===== config.mk =====
export PLATFORM = sky130hd
export DESIGN_NAME = ro_puf_ctrl
export DESIGN_NICKNAME = d
export VERILOG_FILES = /design/src/rtl/puf_pkg.sv /design/src/rtl/ro_edge_counter.sv /design/src/rtl/ro_puf_ctrl.sv
export SDC_FILE = /design/constraint.sdc
export NUM_CORES = 1
export LEC_CHECK = 0
export ABC_AREA = 1
export BUFFER_PORTS_ARGS = -buffer_cell sky130_fd_sc_hd__buf_2
export CAP_MARGIN = 20
export CORE_MARGIN = 3
export CORE_UTILIZATION = 47
export DETAILED_ROUTE_END_ITERATION = 8
export PLACE_DENSITY = 0.66
export RECOVER_POWER = 25
export SETUP_SLACK_MARGIN = 0.15
export SLEW_MARGIN = 40
export SYNTH_ARGS = -nofsm -noshare
export SYNTH_HDL_FRONTEND = slang
export SYNTH_SLANG_ARGS = --single-unit

===== constraint.sdc =====
create_clock -name clk -period 3.4 [get_ports clk]
set_input_delay 0.17 -clock clk [delete_from_list [all_inputs] [get_ports clk]]
set_output_delay 0.17 -clock clk [all_outputs]
set_load 0.005 [all_outputs]

===== src/rtl/puf_pkg.sv =====
// rtl/puf_pkg.sv - shared types, defaults and pair-index helper for the RO PUF controller
package puf_pkg;

    localparam int DEF_NUM_RO  = 16;
    localparam int DEF_CNT_W   = 16;
    localparam int DEF_WIN_CYC = 1024;
    localparam int DEF_RESP_W  = 8;

    typedef enum logic [2:0] {
        ST_IDLE,
        ST_SETUP,
        ST_COUNT,
        ST_COMPARE,
        ST_DONE
    } state_e;

    // num_ro is a power of two, so masking gives the natural index wrap
    function automatic logic [31:0] pair_idx(input logic [31:0] base,
                                             input logic [31:0] ofs,
                                             input int unsigned num_ro);
        return (base + ofs) & (num_ro - 1);
    endfunction

endpackage


===== src/rtl/ro_edge_counter.sv =====
// rtl/ro_edge_counter.sv - muxed rising-edge counter that saturates at all-ones
module ro_edge_counter #(
    parameter int NUM_RO = 16,
    parameter int CNT_W  = 16,
    parameter int SEL_W  = $clog2(NUM_RO)
) (
    input  logic              clk,
    input  logic              rst_n,
    input  logic [NUM_RO-1:0] rise_i,
    input  logic [SEL_W-1:0]  sel_i,
    input  logic              clr_i,
    input  logic              en_i,
    output logic [CNT_W-1:0]  cnt_o,
    output logic              sat_o
);

    localparam logic [CNT_W-1:0] CNT_MAX = '1;

    logic [CNT_W-1:0] cnt_q;

    always_ff @(posedge clk or negedge rst_n) begin
        if (!rst_n) begin
            cnt_q <= '0;
        end else if (clr_i) begin
            cnt_q <= '0;
        end else if (en_i && rise_i[sel_i] && (cnt_q != CNT_MAX)) begin
            cnt_q <= cnt_q + 1'b1;
        end
    end

    assign cnt_o = cnt_q;
    assign sat_o = (cnt_q == CNT_MAX);

endmodule


===== src/rtl/ro_puf_ctrl.sv =====
// rtl/ro_puf_ctrl.sv - ring-oscillator PUF controller: sync, pair race, response assembly
module ro_puf_ctrl
    import puf_pkg::*;
#(
    parameter int NUM_RO  = DEF_NUM_RO,
    parameter int CNT_W   = DEF_CNT_W,
    parameter int WIN_CYC = DEF_WIN_CYC,
    parameter int RESP_W  = DEF_RESP_W,
    parameter int SEL_W   = $clog2(NUM_RO)
) (
    input  logic              clk,
    input  logic              rst_n,
    input  logic [NUM_RO-1:0] ro_in,
    input  logic              start,
    input  logic              abort,
    input  logic [SEL_W-1:0]  challenge,
    output logic              busy,
    output logic              done,
    output logic              resp_valid,
    output logic [RESP_W-1:0] response,
    output logic              sat
);

    localparam int BIT_W = (RESP_W > 1) ? $clog2(RESP_W) : 1;
    localparam int WIN_W = $clog2(WIN_CYC + 1);
    localparam logic [BIT_W-1:0] BIT_LAST = BIT_W'(RESP_W - 1);
    localparam logic [WIN_W-1:0] WIN_LAST = WIN_W'(WIN_CYC - 1);

    logic [NUM_RO-1:0] sync1_q, sync2_q, prev_q;
    logic [NUM_RO-1:0] rise;

    state_e            state_q;
    logic [SEL_W-1:0]  ch_q, a_sel_q, b_sel_q;
    logic [BIT_W-1:0]  bit_q;
    logic [WIN_W-1:0]  win_q;
    logic              busy_q, done_q, valid_q, sat_q;
    logic [RESP_W-1:0] resp_q;

    logic [SEL_W-1:0]  a_idx, b_idx;
    logic [CNT_W-1:0]  cnt_a, cnt_b;
    logic              sat_a, sat_b;
    logic              cnt_clr, cnt_en;

    // Oscillator inputs are asynchronous; the bank runs in every state
    always_ff @(posedge clk or negedge rst_n) begin
        if (!rst_n) begin
            sync1_q <= '0;
            sync2_q <= '0;
            prev_q  <= '0;
        end else begin
            sync1_q <= ro_in;
            sync2_q <= sync1_q;
            prev_q  <= sync2_q;
        end
    end

    assign rise  = sync2_q & ~prev_q;
    assign a_idx = SEL_W'(pair_idx(32'(ch_q), 32'(bit_q), NUM_RO));
    assign b_idx = SEL_W'(pair_idx(32'(ch_q), 32'(bit_q) + 32'(NUM_RO / 2), NUM_RO));

    assign cnt_clr = (state_q == ST_SETUP);
    assign cnt_en  = (state_q == ST_COUNT);

    ro_edge_counter #(.NUM_RO(NUM_RO), .CNT_W(CNT_W), .SEL_W(SEL_W)) u_cnt_a (
        .clk    (clk),
        .rst_n  (rst_n),
        .rise_i (rise),
        .sel_i  (a_sel_q),
        .clr_i  (cnt_clr),
        .en_i   (cnt_en),
        .cnt_o  (cnt_a),
        .sat_o  (sat_a)
    );

    ro_edge_counter #(.NUM_RO(NUM_RO), .CNT_W(CNT_W), .SEL_W(SEL_W)) u_cnt_b (
        .clk    (clk),
        .rst_n  (rst_n),
        .rise_i (rise),
        .sel_i  (b_sel_q),
        .clr_i  (cnt_clr),
        .en_i   (cnt_en),
        .cnt_o  (cnt_b),
        .sat_o  (sat_b)
    );

    always_ff @(posedge clk or negedge rst_n) begin
        if (!rst_n) begin
            state_q <= ST_IDLE;
            ch_q    <= '0;
            a_sel_q <= '0;
            b_sel_q <= '0;
            bit_q   <= '0;
            win_q   <= '0;
            busy_q  <= 1'b0;
            done_q  <= 1'b0;
            valid_q <= 1'b0;
            sat_q   <= 1'b0;
            resp_q  <= '0;
        end else begin
            done_q <= 1'b0;
            if (abort && (state_q != ST_IDLE)) begin
                state_q <= ST_IDLE;
                busy_q  <= 1'b0;
                valid_q <= 1'b0;
            end else begin
                case (state_q)
                    ST_IDLE: begin
                        if (start && !abort) begin
                            ch_q    <= challenge;
                            resp_q  <= '0;
                            valid_q <= 1'b0;
                            sat_q   <= 1'b0;
                            bit_q   <= '0;
                            busy_q  <= 1'b1;
                            state_q <= ST_SETUP;
                        end
                    end
                    ST_SETUP: begin
                        a_sel_q <= a_idx;
                        b_sel_q <= b_idx;
                        win_q   <= '0;
                        state_q <= ST_COUNT;
                    end
                    ST_COUNT: begin
                        if (win_q == WIN_LAST) begin
                            state_q <= ST_COMPARE;
                        end else begin
                            win_q <= win_q + 1'b1;
                        end
                    end
                    ST_COMPARE: begin
                        // counts are final here, so saturation is folded in once per bit
                        resp_q[bit_q] <= (cnt_a > cnt_b);
                        sat_q         <= sat_q | sat_a | sat_b;
                        if (bit_q == BIT_LAST) begin
                            state_q <= ST_DONE;
                        end else begin
                            bit_q   <= bit_q + 1'b1;
                            state_q <= ST_SETUP;
                        end
                    end
                    ST_DONE: begin
                        done_q  <= 1'b1;
                        valid_q <= 1'b1;
                        busy_q  <= 1'b0;
                        state_q <= ST_IDLE;
                    end
                    default: state_q <= ST_IDLE;
                endcase
            end
        end
    end

    assign busy       = busy_q;
    assign done       = done_q;
    assign resp_valid = valid_q;
    assign response   = resp_q;
    assign sat        = sat_q;

endmodule


==> impl_summary.md <==
Power
The leakage power total is approximately 3.3 nW. The design draws 0.004636 W. The total power divided by cell area is approximately 660 nW/um2. The maximum vdd drop is ~0.45 mV.

Routing
The total routed wirelength is roughly 13000 um. The initial detailed-routing violation count is 238. The per-cell routed wire length is around 14 um. The remaining number of nets flagged by the antenna check after routing is 0. The first-pass iteration count of the detailed router is 4. Using the TritonRoute via totals, the vias-per-cell ratio works out to slightly above 5. Summing over every cut layer, the via total after detailed routing is 4630. After detailed routing, the number of remaining DRC violations is 0.

Die
The effective utilization at floorplan is around half. The total I/O pin count is 36. The die covers roughly 14000 um2. The number of placement rows is 40.

The chip height is around 120 um. The placeable core area is 12110 um2. Measured along the x axis, the die boundary spans approximately 120 um.

CTS
The clock-pin slew on the worst setup and hold paths is 0.06 ns. The total CTS buffers is 17. The clock sink total is ~120.

The H-tree was split into 4 levels. Hold repair after CTS inserted 21 buffers. The TritonCTS clock tree is built. The number of buffers on the longest clock path is 2. CTS placed an instance of sky130_fd_sc_hd__clkbuf_16 at the clock tree root. The total of cells resized after clock tree synthesis is 0.

In this run the post-CTS setup repair buffer count came out at 0. The clock latency of the later-clocked register in the worst-skew pair is 0.42 ns.

Worst setup path
The classification of the worst setup path is reg -> reg. The startpoint identified for the worst register-to-register timing path is u_cnt_a.cnt_o[1]. The worst reg2reg path depth is 9. The number of buffers and inverters on the critical path is 0.

The data arrival time of the critical path is roughly 2.6 ns. The kind of start point of the critical path is a flop. The endpoint identified for the worst register-to-register timing path is u_cnt_a.cnt_o[0]. Among all stages on the critical path, the largest delay is contributed by sky130_fd_sc_hd__a21oi_2. The critical path goes through ha_1, nand2_1, nor2_1, nand3_1, nor2_2, a21oi_2, nand3_4, nand3_1, nand2_1. On the worst path, the slowest cell contributes a delay of between 0.6 and 0.7 ns. The highest fanout seen on the critical path is 17. The top cell family by delay on the critical path is simple AND/OR/NAND/NOR gates. The required time reported for the critical path endpoint is ~3.7 ns. In this run the worst setup path begins at u_cnt_a.cnt_o[1].

The type of element capturing the critical path is a flop. In this run the register-to-register setup slack is around 1.1 ns.

Yosys
In this run the mean area of a mapped cell was ~9.0 um2. Counting instances in the post-synthesis netlist gives the leading cell types as 137 x sky130_fd_sc_hd__nand2_1, 118 x sky130_fd_sc_hd__dfrtp_1, 81 x sky130_fd_sc_hd__nand3_1. Yosys mapped the design onto 38 distinct sky130hd cell types.

The portion of synthesized cell area occupied by the leading cell type is roughly half. The fraction of registers with async set or reset after synthesis is 100.0%. The biggest area contributor in the post-synthesis netlist is sky130_fd_sc_hd__dfrtp_1. After synthesis, flip-flops and latches occupy 50.14% of the total area. Yosys attributes the largest share of cell area to sky130_fd_sc_hd__dfrtp_1 50%, sky130_fd_sc_hd__nand2_1 8.7%, sky130_fd_sc_hd__nand3_1 6.9%.

The number of flip-flops and latches in the synthesized netlist is approximately 120. The Yosys step of the flow raised 0 warnings. The area of the mapped netlist is roughly 5900 um2. Yosys mapped a number of flops with a built-in enable equal to 0. For this run, the leading register cell type out of synthesis is sky130_fd_sc_hd__dfrtp_1. The number of nets in the synthesized netlist is 700.

Synthesis handed over a netlist of approximately 650 instances. The most common cell in the synthesized netlist is sky130_fd_sc_hd__nand2_1.

Layout
The filler cell count in the final layout is between 1000 and 1500. The layout-stage area growth over the synthesis result is 18.70%. The sequential cell area is between 2000 and 3000 um2. The multi-input combinational cells in the finished layout cover a total of approximately 2600 um2. The finished layout cell area is between 6000 and 7000 um2. 0 antenna diodes ended up in the layout.

The count of cells in the finished layout, fillers not included, comes to about 900. The post-layout net count is approximately 770. The layout cell share with drive strength beyond 1 is 14.40%.

Worst hold path
The startpoint of the most critical hold path is abort. The class of the tightest hold or removal check is in -> reg. Along the worst hold path, the cell count comes to 2.

For hold timing, the worst endpoint is done.

Status
The run finished, with violations left. The final reports fail on capacitance limit, slew limit.

STA
The count of final hold-check violations is 0. Between clock sinks in the finished design, the worst skew comes to between 0.008 and 0.009 ns. The clock period minus worst slack is about 2.3 ns.

The total count of max-transition violations in the final report is 68. The final-layout setup total negative slack is 0 ns. The worst setup margin is 1.148 ns.

The final-report setup violation count is 0. In this run the tightest slew margin relative to its limit is -10.40%. The transition time at the pin with the least slew margin is 1.656 ns.

The maximum clock frequency is 444.1 MHz. Of the available clock period, the critical path in the final layout requires between 60% and 70%. Setup repair after global routing left no endpoint under its margin.

Global route
The maximum number of pins on one net before global-route repair is 68. The initial antenna violation count came to 0. Global routing used about a fifth of the available tracks across all layers. The total congestion overflow is 0.

The first global-routing pass estimated 21980 um of wire. The number of global-route vias before repair came to between 4000 and 5000.

Placed design
The post-DP HPWL is approximately 9000 um. The worst slack after detailed placement is roughly 1.2 ns. The routability-driven placement congestion ratio is about 0.83. In this run the cell area measured after placement is slightly above 6000 um2. Buffers placed on the I/O ports in this run total 35. Including well taps, the total number of placed cells is ~840.

Job
The tool flagged a number of max-cap violations equal to 1.
[worst reg2reg max path, delay by kind of cell (launching register included)]
kind,cells,cell delay [ns]
AO/OA/AOI/OAI,1,0.66
adder cells (fa/ha/maj),1,0.23
AND/OR/NAND/NOR,7,0.84
flip-flops,1,0.42
[where the power goes]
part	switching, W	leakage, nW	internal, W	total [W]
combinational	0.000821	1.53	0.000330	0.00115
clock	0.000735	0.287	0.00104	0.00177
sequential	0.000165	1.51	0.00155	0.00171
[stage by stage]
step / hold slack [ns] / utilization [%]
6_report: 0.06872 / 57.72
5_1_grt: 0.08233 / 57.72
4_1_cts: 0.05756 / 57.77
3_5_place_dp: 0.2099 / 51.19
3_3_place_gp: 0.2782 / 51.16
2_1_floorplan: -0.1256 / -
[cells in the final DEF, fill, tap and decap left out, types with 18 or more instances in the layout]
cell type                       instances
sky130_fd_sc_hd__buf_2                 34
sky130_fd_sc_hd__dfrtp_1              118
sky130_fd_sc_hd__dlygate4sd3_1         21
sky130_fd_sc_hd__ha_1                  24
sky130_fd_sc_hd__inv_1                 61
sky130_fd_sc_hd__nand2_1              137
sky130_fd_sc_hd__nand3_1               81
sky130_fd_sc_hd__nand3b_1              24
sky130_fd_sc_hd__nor2_1                50
sky130_fd_sc_hd__nor3_1                18
sky130_fd_sc_hd__o21ai_0               24
sky130_fd_sc_hd__xor2_1                27
[cells by family after synthesis]
| logic type | share of synthesized area, % |
|---|---|
| xor gates and xnor gates | 4.610 |
| adders and majority gates | 5.439 |
| buffers and inverters | 6.076 |
| and+or+nand+nor | 28.30 |
| AOI/OAI and AO/OA | 5.269 |
| DFF | 50.14 |
| muxes | 0.1700 |
[worst max-delay path by stage]
stage | endpoint | slack, ns | cells past startpoint
final | u_cnt_a.cnt_o[0] | 1.15 | 9
after global routing | u_cnt_a.cnt_o[1] | 0.93 | 9
after CTS | u_cnt_a.cnt_o[1] | 1.17 | 9
after detailed placement | u_cnt_a.cnt_o[1] | 1.20 | 9
after global placement | u_cnt_a.cnt_o[0] | 1.28 | 9
after floorplan | u_cnt_a.cnt_o[10] | 1.75 | 10
[state kept, by name (all words and copies together), names as in the netlist]
| name | cells |
|---|---|
| state_q | 3 |
| response | 8 |
| u_cnt_a.cnt_o | 16 |
| resp_valid | 1 |
| ch_q | 4 |
| u_cnt_b.cnt_o | 16 |
| busy | 1 |
| prev_q | 16 |
| sync1_q | 16 |
| b_sel_q | 1 |
| win_q | 11 |
| sync2_q | 16 |
| a_sel_q | 4 |
| sat | 1 |
| bit_q | 3 |
| done | 1 |
[routing by layer]
layer	global-route usage, %	vias to the layer above	part of all wire, %
met5	0	-	0
met4	7.253	0	1.3
met3	4.998	22	4.4
met2	31.51	101	47
met1	25.35	2219	47
li1	-	2288	-
[area by class of cell]
type / count / area share, %
flip-flops and latches: 118 / 42.24
multi-input cells: 452 / 36.89
clock buffers: 17 / 6.086
repair buffers: 58 / 5.728
inverters: 69 / 3.741
well taps: 168 / 3.007
clock inverters: 15 / 2.309
No activity file was read; power rests on OpenSTA's default activity.
